**src/rtl/ir_fetch_buffer.sv**
```systemverilog
// IF/ID instruction register: latches fetched words, assembles two-word
// instructions (opcode + immediate) and supports stall and flush.
module ir_fetch_buffer #(
  parameter int unsigned          WORD_W    = 16,
  parameter int unsigned          PC_W      = 32,
  parameter int unsigned          LONG_BIT  = 15,
  parameter logic [WORD_W-1:0]    NOP_VALUE = '0
) (
  input  logic              clk,
  input  logic              rst,
  input  logic              write_enable,
  input  logic              stall,
  input  logic              flush,
  input  logic [WORD_W-1:0] in,
  input  logic [PC_W-1:0]   pc_in,
  output logic [WORD_W-1:0] ir_out,
  output logic [WORD_W-1:0] imm_out,
  output logic [PC_W-1:0]   pc_out,
  output logic              valid_out,
  output logic              waiting_imm
);

  typedef enum logic {FIRST, SECOND} state_t;

  state_t            state;
  logic [WORD_W-1:0] pending_ir;
  logic [PC_W-1:0]   pending_pc;

  // Priority on each edge: flush, then stall, then a fetched word or a bubble.
  always_ff @(posedge clk or posedge rst) begin
    if (rst) begin
      state      <= FIRST;
      pending_ir <= '0;
      pending_pc <= '0;
      ir_out     <= NOP_VALUE;
      imm_out    <= '0;
      pc_out     <= '0;
      valid_out  <= 1'b0;
    end else if (flush) begin
      state      <= FIRST;
      pending_ir <= '0;
      pending_pc <= '0;
      ir_out     <= NOP_VALUE;
      imm_out    <= '0;
      valid_out  <= 1'b0;
    end else if (!stall) begin
      if (!write_enable) begin
        ir_out    <= NOP_VALUE;
        imm_out   <= '0;
        valid_out <= 1'b0;
      end else if (state == SECOND) begin
        // The immediate word is taken verbatim; its LONG_BIT means nothing here.
        ir_out    <= pending_ir;
        imm_out   <= in;
        pc_out    <= pending_pc;
        valid_out <= 1'b1;
        state     <= FIRST;
      end else if (in[LONG_BIT]) begin
        pending_ir <= in;
        pending_pc <= pc_in;
        ir_out     <= NOP_VALUE;
        imm_out    <= '0;
        valid_out  <= 1'b0;
        state      <= SECOND;
      end else begin
        ir_out    <= in;
        imm_out   <= '0;
        pc_out    <= pc_in;
        valid_out <= 1'b1;
      end
    end
  end

  assign waiting_imm = (state == SECOND);

endmodule

```
**config.mk**
```make
export PLATFORM = sky130hd
export DESIGN_NAME = ir_fetch_buffer
export DESIGN_NICKNAME = d
export VERILOG_FILES = /design/src/rtl/ir_fetch_buffer.sv
export SDC_FILE = /design/constraint.sdc
export NUM_CORES = 1
export LEC_CHECK = 0
export CORE_MARGIN = 2
export CORE_UTILIZATION = 49
export DETAILED_ROUTE_END_ITERATION = 7
export PLACE_DENSITY = 0.8
export SLEW_MARGIN = 20
export SYNTH_ARGS = -nofsm -noshare
export SYNTH_HDL_FRONTEND = slang
export SYNTH_SLANG_ARGS = --single-unit
```
**constraint.sdc**
```tcl
create_clock -name clk -period 4.2 [get_ports clk]
set_clock_uncertainty 0.05 [all_clocks]
set_input_delay 0.63 -clock clk [delete_from_list [all_inputs] [get_ports clk]]
set_output_delay 0.63 -clock clk [all_outputs]
set_load 0.05 [all_outputs]
```
==> summary.md <==
| Metric | Value |
|---|---|
| I/O Buffers | `118` |
| Final Hold Vio Count | `0` |
| Slew headroom | `41.27%` |
| Grt peak-use layer | `met2` |
| FF-to-FF End | `imm_out[10]$_DFFE_PP0P_` |
| Worst Min Path Start | `valid_out$_DFFE_PP0P_` |
| Final std cells w/o fill | `around 630` |
| Detailed Route Iter0 Violations | `roughly 290` |
| Slowest-stage cell, CP | `clkdlybuf4s50_1` |
| Synth top cells by count | `dfrtp_1 (114), a22o_1 (64), o21ai_0 (59), mux2i_1 (33), o21ai_1 (20)` |
| Setup crit start kind | `flop` |
| Final period util | `roughly two thirds` |
| DRT Pass-1 Iters | `5` |
| Slowest Stage Delay on Critical Path | `between 0.9 and 1 ns` |
| Critical path depth in cells | `1` |
| Worst path bufs/invs | `1` |
| Fin crit period | `~2.9 ns` |
| Gr ovfl total | `0` |
| Tightest Pin Transition | `roughly 0.9 ns` |
| Internal reg-to-reg setup slack | `1.85 ns` |
| Pwr dens | `512.4 mW/mm²` |
| Maxcap violations | `0` |
| Initial antenna violation count | `0` |
| Syn-to-layout area delta | `38.72%` |
| Die X | `101.5 µm` |
| Via count | `approximately 3,700` |
| Final nets | `roughly 540` |
| CP arrival | `between 2 and 2.5 ns` |
| Total CTS buffers | `17` |
| Yosys warns | `0` |
| Final setup violating endpoints | `0` |
| Final worst slack | `about 1.3 ns` |
| Share of layout cells above drive strength 1 | `9.018%` |
| Total power | `approximately 3.3 mW` |
| Wirelength per Cell | `between 15 and 20 µm` |
| Clk Latency, worst-skew pair | `0.52 ns` |
| # IOs | `119` |
| #FFs+latches synth | `114` |
| Sequential share of the synthesized area | `~61%` |
| Total instance count after detailed placement | `596` |
| Clk Tree Root Cell | `clkbuf_8` |
| Grt met2 use | `between 30% and 40%` |
| Die ar. | `between 0.01 and 0.015 mm²` |
| Clock Sinks | `around 110` |
| Max Root-Sink Buffers | `2` |
| First-pass GRT wire length | `19,380 µm` |
| Fin Setup TNS | `0 ns` |
| Chip Height | `between 100 and 150 µm` |
| Worst slack, placed | `around 1.2 ns` |
| Clock transition at the registers of the reported paths | `roughly 0.06 ns` |
| Synth top area cells | `dfrtp_1 (61%), a22o_1 (12%), mux2i_1 (7.1%), o21ai_0 (6.3%), buf_6 (2.2%)` |
| Area after DPL | `around 0.0059 mm²` |
| Syn_nets | `430` |
| Overall Global Routing Usage | `about 25%` |
| CTS tree | `yes` |
| Core Rows | `35` |
| Cell area after synthesis | `0.004657 mm²` |
| Hold Buf Count CTS | `0` |
| Post-synth top area share | `about three fifths` |
| Vias in the first global route | `between 3,000 and 4,000` |
| Number of vias per cell | `slightly below 6` |
| Asr flop ratio synth | `100.0%` |
| Leakage | `between 2 and 3 nW` |
| Routed wire length | `between 10,000 and 15,000 µm` |
| Post-DP HPWL | `about 7500 µm` |
| Final slew viol count | `0` |
| Post-route worst hold slack | `approximately 0.43 ns` |
| Hold crit path type | `reg2reg` |
| GR Layer Usage met1 | `33.27%` |
| EDFF count, synth | `0` |
| Pin count of the biggest net entering global routing | `74` |
| Post-route design area | `~0.0065 mm²` |
| Crit Reg-Reg Startpoint | `waiting_imm$_DFFE_PP0P_` |
| Status | `finished, final reports clean` |
| Worst Setup End Kind | `output pin` |
| CP Launch Point | `waiting_imm$_DFFE_PP0P_` |
| RSZ-0062 raised after global routing | `false` |
| Starting Density | `roughly half` |
| Cell taking the most area after synthesis | `dfrtp_1` |
| Synth Flop Type | `dfrtp_1` |
| Worst endpoint required time | `~3.5 ns` |
| Post-CTS Setup Bufs | `0` |
| WS Path Type | `reg2out` |
| Antenna-violating nets left | `0` |
| M3 GR Usage | `between 6 and 7%` |
| H-tree level count | `4` |
| CP top delay family | `buffers and inverters` |
| CTS resizes | `0` |
| Routability cong. | `0.8236` |
| Syn avg cell area | `between 10 and 15 µm²` |
| Peak supply drop | `351.3 µV` |
| Post-Syn Instances | `~380` |
| # diodes | `0` |
| CP max FO | `22` |
| Fmax | `approximately 350 MHz` |
| Top-count cell post-synth | `dfrtp_1` |
| Utilization after layout | `a little over two thirds` |
| Post-synth cell types | `22` |
| Worst Reg2Reg Path Length in Cells | `3` |
| CP endpoint | `waiting_imm` |
| Drc violations | `0` |
| Core area | `about 0.0092 mm²` |
| Worst path cell trace | `clkdlybuf4s50_1` |
-- state kept, by name, indices dropped and copies added (netlist names) --
register / cells
pending_pc: 32
imm_out: 16
pending_ir: 16
ir_out: 16
pc_out: 32
valid_out: 1
waiting_imm: 1
-- layout make-up --
cell class,count,area [µm²]
multi-input cells,227,1597
inverters,2,10.01
clock buffers,19,431.7
repair buffers,124,1246
fillers,652,2780
clock inverters,13,160.2
flip-flops and latches,114,2854
well taps,129,161.4
-- routing by layer --
layer | part of all wire, % | vias up
met1 | 43 | 1858
met4 | 1.7 | 0
met2 | 48 | 182
met3 | 7.2 | 19
met5 | 0 | -
li1 | - | 1620
-- cell usage in the layout, fill, tap and decap left out, types with 2 or more instances in the layout --
cell type	count
clkinv_2	3
o21ai_0	59
nor3b_1	7
o21ai_1	20
a22o_1	64
clkbuf_8	2
bufinv_16	3
clkdlybuf4s50_1	118
a22oi_1	9
clkbuf_16	16
nor2_1	2
a21oi_1	6
nand2_1	17
clkinvlp_4	5
buf_4	5
dfrtp_1	113
mux2i_1	33
-- kinds of logic (layout without fill, tap and decap cells) --
kind of cell	after synthesis	count (layout)	synth area share, %
AND/OR/NAND/NOR	34	34	3.976
multiplexers	33	33	7.093
flip-flops	114	114	61.26
buffers and inverters	36	158	4.809
AO/OA/AOI/OAI	160	160	22.86
-- where the power goes --
| part | total, mW | switching, mW | internal (mW) | leakage [nW] |
|---|---|---|---|---|
| logic | 0.636 | 0.414 | 0.222 | 0.952 |
| clock network | 1.43 | 0.515 | 0.917 | 0.276 |
| registers | 1.24 | 0.0586 | 1.18 | 1.54 |
-- worst min path at each step --
stage / endpoint / slack (ns) / depth (start not counted)
detailed placement: ir_out[8]$_DFFE_PP0P_ / 0.42 / 2
floorplan: ir_out[15]$_DFFE_PP0P_ / 0.42 / 1
global placement: ir_out[8]$_DFFE_PP0P_ / 0.41 / 2
global route: imm_out[9]$_DFFE_PP0P_ / 0.46 / 1
CTS: valid_out$_DFFE_PP0P_ / 0.44 / 2
finish: valid_out$_DFFE_PP0P_ / 0.43 / 2
Note: power is estimated with default switching activity, not from simulation.
